[src/rtl/fwd_hazard_if.sv]
// Pipeline hazard bus: decode/EX/MEM/WB register indices in, bypass selects and stall controls out.
interface fwd_hazard_if #(
    parameter int NSRC = 2,
    parameter int REGW = 5,
    parameter int SCW  = 16
);
    logic [NSRC*REGW-1:0] rs_d;
    logic [NSRC-1:0]      rs_used_d;
    logic [NSRC*REGW-1:0] rs_e;
    logic [REGW-1:0]      rd_e;
    logic [REGW-1:0]      rd_m;
    logic [REGW-1:0]      rd_w;
    logic                 regwrite_e;
    logic                 regwrite_m;
    logic                 regwrite_w;
    logic                 load_e;
    logic                 md_issue;
    logic [REGW-1:0]      md_rd;
    logic                 md_d;
    logic                 clr_stats;
    logic [NSRC*2-1:0]    fwd_sel;
    logic                 stall_f;
    logic                 stall_d;
    logic                 flush_e;
    logic                 md_busy;
    logic [SCW-1:0]       stall_cnt;

    modport master (
        output rs_d, rs_used_d, rs_e, rd_e, rd_m, rd_w,
        output regwrite_e, regwrite_m, regwrite_w, load_e,
        output md_issue, md_rd, md_d, clr_stats,
        input  fwd_sel, stall_f, stall_d, flush_e, md_busy, stall_cnt
    );

    modport slave (
        input  rs_d, rs_used_d, rs_e, rd_e, rd_m, rd_w,
        input  regwrite_e, regwrite_m, regwrite_w, load_e,
        input  md_issue, md_rd, md_d, clr_stats,
        output fwd_sel, stall_f, stall_d, flush_e, md_busy, stall_cnt
    );
endinterface

[src/rtl/fwd_hazard_unit.sv]
// Forwarding and hazard-detection unit: EX-operand bypass selects, load-use/RAW/multi-cycle stalls,
// a single-entry mul/div result scoreboard and a saturating stall counter.
module fwd_hazard_unit #(
    parameter int NSRC   = 2,
    parameter int REGW   = 5,
    parameter int MDLAT  = 4,
    parameter int FWD_EN = 1,
    parameter int SCW    = 16
) (
    input logic         clk,
    input logic         rst_n,
    fwd_hazard_if.slave bus
);
    localparam logic [REGW-1:0] X0     = {REGW{1'b0}};
    localparam logic [3:0]      MD_LAT = 4'(MDLAT);
    localparam logic [SCW-1:0]  CNT_MAX = {SCW{1'b1}};

    logic              md_busy_r;
    logic [3:0]        md_cnt_r;
    logic [REGW-1:0]   md_rdq_r;
    logic [SCW-1:0]    stall_cnt_r;
    logic [NSRC*2-1:0] fwd_sel_s;
    logic              md_pend_s;
    logic              load_use_s;
    logic              raw_s;
    logic              md_data_s;
    logic              md_struct_s;
    logic              stall_s;

    // x0 is hardwired zero, so a match on index 0 is never a real dependency.
    function automatic logic src_hit(input logic [REGW-1:0] rs, input logic [REGW-1:0] rd,
                                     input logic we);
        return we && (rs != X0) && (rs == rd);
    endfunction

    // Bypass select per EX operand; MEM is younger than WB so it wins.
    always_comb begin
        fwd_sel_s = {(NSRC*2){1'b0}};
        for (int i = 0; i < NSRC; i++) begin
            if (FWD_EN == 32'sd0) begin
                fwd_sel_s[2*i +: 2] = 2'b00;
            end else if (src_hit(bus.rs_e[i*REGW +: REGW], bus.rd_m, bus.regwrite_m)) begin
                fwd_sel_s[2*i +: 2] = 2'b10;
            end else if (src_hit(bus.rs_e[i*REGW +: REGW], bus.rd_w, bus.regwrite_w)) begin
                fwd_sel_s[2*i +: 2] = 2'b01;
            end else begin
                fwd_sel_s[2*i +: 2] = 2'b00;
            end
        end
    end

    // Stall sources; WB is write-first into the regfile so rd_w never stalls decode.
    always_comb begin
        md_pend_s  = md_busy_r && (md_cnt_r > 4'd1);
        load_use_s = 1'b0;
        raw_s      = 1'b0;
        md_data_s  = 1'b0;
        for (int i = 0; i < NSRC; i++) begin
            load_use_s = load_use_s | (bus.rs_used_d[i] & bus.load_e &
                         src_hit(bus.rs_d[i*REGW +: REGW], bus.rd_e, bus.regwrite_e));
            raw_s      = raw_s | (bus.rs_used_d[i] & (FWD_EN == 32'sd0) &
                         (src_hit(bus.rs_d[i*REGW +: REGW], bus.rd_e, bus.regwrite_e) |
                          src_hit(bus.rs_d[i*REGW +: REGW], bus.rd_m, bus.regwrite_m)));
            md_data_s  = md_data_s | (bus.rs_used_d[i] &
                         src_hit(bus.rs_d[i*REGW +: REGW], md_rdq_r, md_pend_s));
        end
        md_struct_s = bus.md_d && md_pend_s;
        stall_s     = load_use_s | raw_s | md_data_s | md_struct_s;
    end

    // MD scoreboard: a new issue reloads even on the completion cycle; md_cnt==1 means result is in WB.
    always_ff @(posedge clk) begin
        if (!rst_n) begin
            md_busy_r <= 1'b0;
            md_cnt_r  <= 4'd0;
            md_rdq_r  <= X0;
        end else if (bus.md_issue && (bus.md_rd != X0)) begin
            md_busy_r <= 1'b1;
            md_cnt_r  <= MD_LAT;
            md_rdq_r  <= bus.md_rd;
        end else if (md_pend_s) begin
            md_cnt_r  <= md_cnt_r - 4'd1;
        end else if (md_busy_r) begin
            md_busy_r <= 1'b0;
            md_cnt_r  <= 4'd0;
        end else begin
            md_busy_r <= md_busy_r;
        end
    end

    // Saturating stall-cycle counter with synchronous clear.
    always_ff @(posedge clk) begin
        if (!rst_n) begin
            stall_cnt_r <= {SCW{1'b0}};
        end else if (bus.clr_stats) begin
            stall_cnt_r <= {SCW{1'b0}};
        end else if (stall_s && (stall_cnt_r != CNT_MAX)) begin
            stall_cnt_r <= stall_cnt_r + {{(SCW-1){1'b0}}, 1'b1};
        end else begin
            stall_cnt_r <= stall_cnt_r;
        end
    end

    assign bus.fwd_sel   = fwd_sel_s;
    assign bus.stall_f   = stall_s;
    assign bus.stall_d   = stall_s;
    assign bus.flush_e   = stall_s;
    assign bus.md_busy   = md_busy_r;
    assign bus.stall_cnt = stall_cnt_r;
endmodule

[src/flat_wrapper.sv]
// flat-port wrapper written by rule: the top's interface ports become plain ports
module fwd_hazard_unit_flat 
#(
    parameter int NSRC   = 2,
    parameter int REGW   = 5,
    parameter int MDLAT  = 4,
    parameter int FWD_EN = 1,
    parameter int SCW    = 16
)
  (clk, rst_n, bus_rs_d, bus_rs_used_d, bus_rs_e, bus_rd_e, bus_rd_m, bus_rd_w, bus_regwrite_e, bus_regwrite_m, bus_regwrite_w, bus_load_e, bus_md_issue, bus_md_rd, bus_md_d, bus_clr_stats, bus_fwd_sel, bus_stall_f, bus_stall_d, bus_flush_e, bus_md_busy, bus_stall_cnt);
  fwd_hazard_if #(.NSRC(NSRC), .REGW(REGW), .SCW(SCW)) bus_i ();
  input logic clk;
  input logic rst_n;
  input wire logic [$bits(bus_i.rs_d)-1:0] bus_rs_d;
  input wire logic [$bits(bus_i.rs_used_d)-1:0] bus_rs_used_d;
  input wire logic [$bits(bus_i.rs_e)-1:0] bus_rs_e;
  input wire logic [$bits(bus_i.rd_e)-1:0] bus_rd_e;
  input wire logic [$bits(bus_i.rd_m)-1:0] bus_rd_m;
  input wire logic [$bits(bus_i.rd_w)-1:0] bus_rd_w;
  input wire logic [$bits(bus_i.regwrite_e)-1:0] bus_regwrite_e;
  input wire logic [$bits(bus_i.regwrite_m)-1:0] bus_regwrite_m;
  input wire logic [$bits(bus_i.regwrite_w)-1:0] bus_regwrite_w;
  input wire logic [$bits(bus_i.load_e)-1:0] bus_load_e;
  input wire logic [$bits(bus_i.md_issue)-1:0] bus_md_issue;
  input wire logic [$bits(bus_i.md_rd)-1:0] bus_md_rd;
  input wire logic [$bits(bus_i.md_d)-1:0] bus_md_d;
  input wire logic [$bits(bus_i.clr_stats)-1:0] bus_clr_stats;
  output wire logic [$bits(bus_i.fwd_sel)-1:0] bus_fwd_sel;
  output wire logic [$bits(bus_i.stall_f)-1:0] bus_stall_f;
  output wire logic [$bits(bus_i.stall_d)-1:0] bus_stall_d;
  output wire logic [$bits(bus_i.flush_e)-1:0] bus_flush_e;
  output wire logic [$bits(bus_i.md_busy)-1:0] bus_md_busy;
  output wire logic [$bits(bus_i.stall_cnt)-1:0] bus_stall_cnt;
  assign bus_i.rs_d = bus_rs_d;
  assign bus_i.rs_used_d = bus_rs_used_d;
  assign bus_i.rs_e = bus_rs_e;
  assign bus_i.rd_e = bus_rd_e;
  assign bus_i.rd_m = bus_rd_m;
  assign bus_i.rd_w = bus_rd_w;
  assign bus_i.regwrite_e = bus_regwrite_e;
  assign bus_i.regwrite_m = bus_regwrite_m;
  assign bus_i.regwrite_w = bus_regwrite_w;
  assign bus_i.load_e = bus_load_e;
  assign bus_i.md_issue = bus_md_issue;
  assign bus_i.md_rd = bus_md_rd;
  assign bus_i.md_d = bus_md_d;
  assign bus_i.clr_stats = bus_clr_stats;
  assign bus_fwd_sel = bus_i.fwd_sel;
  assign bus_stall_f = bus_i.stall_f;
  assign bus_stall_d = bus_i.stall_d;
  assign bus_flush_e = bus_i.flush_e;
  assign bus_md_busy = bus_i.md_busy;
  assign bus_stall_cnt = bus_i.stall_cnt;
  fwd_hazard_unit #(.NSRC(NSRC), .REGW(REGW), .MDLAT(MDLAT), .FWD_EN(FWD_EN), .SCW(SCW)) u_core (.clk(clk), .rst_n(rst_n), .bus(bus_i));
endmodule
[config.mk]
export PLATFORM = sky130hd
export DESIGN_NAME = fwd_hazard_unit_flat
export DESIGN_NICKNAME = d
export VERILOG_FILES = /design/src/rtl/fwd_hazard_if.sv /design/src/rtl/fwd_hazard_unit.sv /design/src/flat_wrapper.sv
export SDC_FILE = /design/constraint.sdc
export NUM_CORES = 1
export LEC_CHECK = 0
export ABC_AREA = 1
export BUFFER_PORTS_ARGS = -buffer_cell sky130_fd_sc_hd__buf_2
export CELL_PAD_IN_SITES_DETAIL_PLACEMENT = 2
export CELL_PAD_IN_SITES_GLOBAL_PLACEMENT = 2
export CORE_MARGIN = 3
export CORE_UTILIZATION = 25
export DETAILED_ROUTE_END_ITERATION = 16
export PLACE_DENSITY_LB_ADDON = 0.2
export SLEW_MARGIN = 20
export SYNTH_ARGS = -nofsm -noshare
export SYNTH_HDL_FRONTEND = slang
export SYNTH_SLANG_ARGS = --single-unit
[constraint.sdc]
create_clock -name clk -period 2 [get_ports clk]
set_input_delay 0.1 -clock clk [delete_from_list [all_inputs] [get_ports clk]]
set_output_delay 0.1 -clock clk [all_outputs]
set_load 0.01 [all_outputs]
# After elaboration in Yosys (flattened, before gate mapping)
# Cells that the tools add are included.
[totals]
output_inout_bits = 24
mem_bits_ro = 0
ff_bits = 26
wordCells = 67
n_memories = 0
latchBits = 0
in_bits = 51
ramBits = 0
[classes]
multipliers = 0
mux = 9
n_eq_ne = 10
reduce_logical = 29
bitwise = 11
n_lt_le_gt_ge = 1
shift = 0
div_mod_pow = 0
n_addsub = 2
[op_table]
columns = ["op", "count"]
rows = [
  ["equality test 5 bit", 8],
  ["nonzero test 5 bit", 5],
  ["logical AND 1 bit", 20],
  ["adder 16 x 1 -> 16 bit (second input constant)", 1],
  ["!= test 16 bit (second input constant)", 1],
  ["two-way mux 4 bit", 2],
  ["AND 1 bit", 6],
  ["> comparator 4 x 1 -> 1 bit (second input constant)", 1],
  ["two-way mux 1 bit", 4],
  ["two-way mux 2 bit", 2],
  ["OR 1 bit", 4],
  ["OR reduction 2 bit", 2],
  ["subtractor 4 x 1 -> 4 bit (second input constant)", 1],
  ["two-way mux 3 bit", 1],
  ["nonzero test 3 bit", 1],
  ["!= test 2 bit (second input constant)", 1],
  ["nonzero test 2 bit", 1],
  ["NOT 1 bit", 1],
]

# Longest topological paths before layout
[logic_depth]
depth_word = 9
ltp_mapped = 14
ltp_nobuf = 14

# Worst setup path before layout
# OpenSTA, ideal clock, no wires.
[synth_timing]
kind = "register to register"
start = "register u_core.stall_cnt_r[0] (netlist: u_core.bus.stall_cnt[0])"
end = "register u_core.stall_cnt_r[0] (netlist: u_core.bus.stall_cnt[0])"
setup_slack_ns = 0.238
t_arrival_ns = 1.647
t_required_ns = 1.885
path_stages_with_launch = 10
setup_ns = 0.115
cell_sequence = "dfxtp_1 -> ha_1 -> nand2_1 -> nor3_4 -> nand2_2 -> nor2_4 -> nand2_4 -> buf_2 -> a21oi_1 -> nor2_1"
[synth_via]
elab_chain_len = 2
word_cells_on_any_way = 3
classes_between = "add/sub: 1; eq/ne: 1; reduce/logical: 1"
[synth_lines]
columns = ["element", "line", "text"]
rows = [
  ["start, declared", "fwd_hazard_unit.sv:21", "logic [SCW-1:0] stall_cnt_r;"],
  ["start signal, assigned", "fwd_hazard_unit.sv:94", "stall_cnt_r <= {SCW{1'b0}};"],
  ["start signal, assigned", "fwd_hazard_unit.sv:96", "stall_cnt_r <= {SCW{1'b0}};"],
  ["start signal, assigned", "fwd_hazard_unit.sv:98", "stall_cnt_r <= stall_cnt_r + {{(SCW-1){1'b0}}, 1'b1};"],
  ["parallel branches: the longest is 2 deep, another holds adder 16 x 1 -> 16 bit", "--", ""],
]
# Several ways; the timed one is not identified.
# A chain may end at the register's enable or synchronous reset.

# Final worst setup path
[layout_timing]
start = "register u_core.stall_cnt_r[2] (netlist: u_core.bus.stall_cnt[2])"
end = "register u_core.stall_cnt_r[6] (netlist: u_core.bus.stall_cnt[6])"
# The elaborated chain is that of the path after synthesis.

==> flow_summary.toml <==
[critical_path]
crit_slowest_cell = "dfxtp_1"
reg2reg_slack_ns = 0.21
critPathRequiredTime_ns = 2.20
startpoint_type = "flop"
cp_slowest_stage_delay_ns = 0.50
critPathMaxFanout = 17
cp-end-kind = "flop"
crit_family = "simple AND/OR/NAND/NOR gates"
cp.arrival_ns = 2.00
critPathKind = "reg -> reg"
crit_buf_inv = 0
timing.critical_path.cells = "nand2_1 > nor3_4 > nand2_2 > nor2_4 > nand2_4 > nand2_4 > nand2_1 > a21oi_2"

[clock_network]
clk_pin_slew_ns = 0.10
cts_hold_buf = 0
numCtsBuffers = 3
htree_levels = 1
ctsLongestPathBuffers = 2
cts_tree = "yes"
postCtsSetupBuffers = 0
clock_latency_ns = 0.28
cts_root_buffer = "clkbuf_8"
clock-sinks = 26
postCtsResizedCells = 0

[synthesis]
yosys.area.top_type = "dfxtp_1"
netlist_top_cells_count = "nand2_1 (93), inv_1 (42), nand3_1 (31), nor2_1 (27), dfxtp_1 (26)"
synth_warnings = 0
synth-main-ff-cell = "dfxtp_1"
yosys.cell_types.count = 33
synth.avg_cell_area_um2 = 6.29
syn_inst = 338
synth_edf_count = 0
synth_area_um2 = 2120
yosys.area.top_type_share_pct = 24.5
async_flop_share_pct = 0
syn_nets = 392
yosysSeqAreaShare_pct = 24.5
synth.most_common_cell = "nand2_1"
ys_ff_latch = 26
yosys-top-cells-area = "dfxtp_1 (24%), nand2_1 (16%), inv_1 (7.4%)"

[layout]
antenna_cells = 0
fin_nets = 472
fin_area_um2 = 2710
regArea_um2 = 522
drive_gt1_share_pct = 26.9
nFillCells = 1051
fin_util_pct = 34.0
area_growth_pct = 27.7
multi_input_area_um2 = 1370

[timing]
setup_viol = 0
finClkSkew_ns = 0.00760
setup_tns_ns = 0
period_needed_ns = 1.79
hold_violations = 0
holdWs_ns = 0.110
fmax_ghz = 0.558
slew_headroom_pct = 52.9
min_period_over_period_pct = 89.7
rsz0062_at_grt = "false"
report.final.slew_viol_count = 0
tightest_slew_ns = 0.706

[floorplan]
core_um2 = 7970
ios = 75
fp.dieH_um = 98.2
die_x_um = 98.2
start_util_pct = 26.7
dieArea_um2 = 9640
rows = 32

[place]
hpwl_um = 6410
postPlaceCellArea_um2 = 2640
place_congestion = 0.774
numPortBuffers = 74

[grt]
grt_max_degree = 18
grt_pass1_wl_um = 13000
grt_pass1_vias = 2725
track_usage_pct = 16.0
grt_overflow_total = 0
antenna_found_initial = 0

[pwr]
leakage_uw = 0.00128
power_density_nw_per_um2 = 467
worst_ir_drop_vdd_v = 0.000275
p_total_uw = 1270

[hold_path]
hold_path_class = "in -> reg"

[detailed_routing]
met3WireLength_um = 283
drt-total-wl_um = 7650
wl_per_cell_um = 14.7
antenna_left = 0
vias_per_cell = 4.75
dr.max_layer_used = "met4"
wl_met1_um = 3470
wl_met2_um = 3880
first_iter_violations = 44
firstDrtPassIters = 4
dr_total_vias = 2467
route.detailed.drc = 0

[run_status]
status = "finished, final reports clean"

[run]
cap_violations = 0
-- cells in the final DEF (no fill, tap or decap), types with 2 or more instances in the layout --
master and instances:
o211ai_1 3, a21oi_2 10, nor4_1 7, inv_2 7
xnor2_1 13, ha_1 3, dfxtp_1 25, inv_1 42
nand2_2 2, nand2_1 93, buf_4 7, nand3_1 31
xor2_1 14, o21ai_0 11, a21oi_1 15, nand2_4 2
nand4_1 4, o22ai_1 5, nor2_1 27, nor3_1 6
clkbuf_8 3, buf_2 74
-- per-stage QoR --
step	std cells	setup WS, ns
3_5_place_dp	515	0.200
4_1_cts	519	0.0736
5_1_grt	519	0.0102
3_3_place_gp	515	0.300
6_report	519	0.207
2_1_floorplan	338	0.238
-- state kept, by name (all words and copies together) (netlist names) --
signal                cells
u_core.bus.md_busy        1
u_core.bus.stall_cnt     16
u_core.md_cnt_r           4
u_core.md_rdq_r           5
-- power breakdown --
part	leakage (uW)	internal [uW]	switching, uW
registers	0.000212	530	12.5
clock network	0.0000357	268	178
logic	0.00103	115	163
total	0.00128	913	354
-- worst paths after layout --
kind	startpoint	end	depth (start not counted)
setup / recovery	u_core.bus.stall_cnt[2]$_SDFFE_PP0P_	u_core.bus.stall_cnt[6]$_SDFFE_PP0P_	8
hold / removal	rst_n	u_core.md_cnt_r[2]$_SDFFE_PN0P_	3
setup reg to reg	u_core.bus.stall_cnt[2]$_SDFFE_PP0P_	u_core.bus.stall_cnt[6]$_SDFFE_PP0P_	8
hold reg to reg	u_core.md_rdq_r[4]$_SDFFE_PN0P_	u_core.md_rdq_r[4]$_SDFFE_PN0P_	2
-- routing by layer --
metal | vias up | global-route usage, %
met5 | - | 0
met4 | 0 | 1.26
met3 | 2 | 2.43
met2 | 44 | 28.7
met1 | 1173 | 20.9
li1 | 1248 | -
-- layout make-up --
class	count	area share, %
clock buffers	3	1.52
clock inverters	1	1.11
inverters	49	6.78
multi-input cells	256	50.6
flip-flops and latches	26	19.2
well taps	102	4.70
repair buffers	82	16.0
-- cell families after synthesis --
family / synth area share, %
flops: 24.5
buf+inv: 10.8
simple gates: 37.2
fa+ha+maj: 1.77
compound gates: 14.5
xor+xnor: 11.1
-- worst reg2reg max path, cell delays in order (launching register included) --
cell and delay, ns:
dfxtp_1 0.50, nand2_1 0.17, nor3_4 0.24, nand2_2 0.09, nor2_4 0.12, nand2_4 0.16
nand2_4 0.23, nand2_1 0.10, a21oi_2 0.12
(Power assumes the default switching activity.)
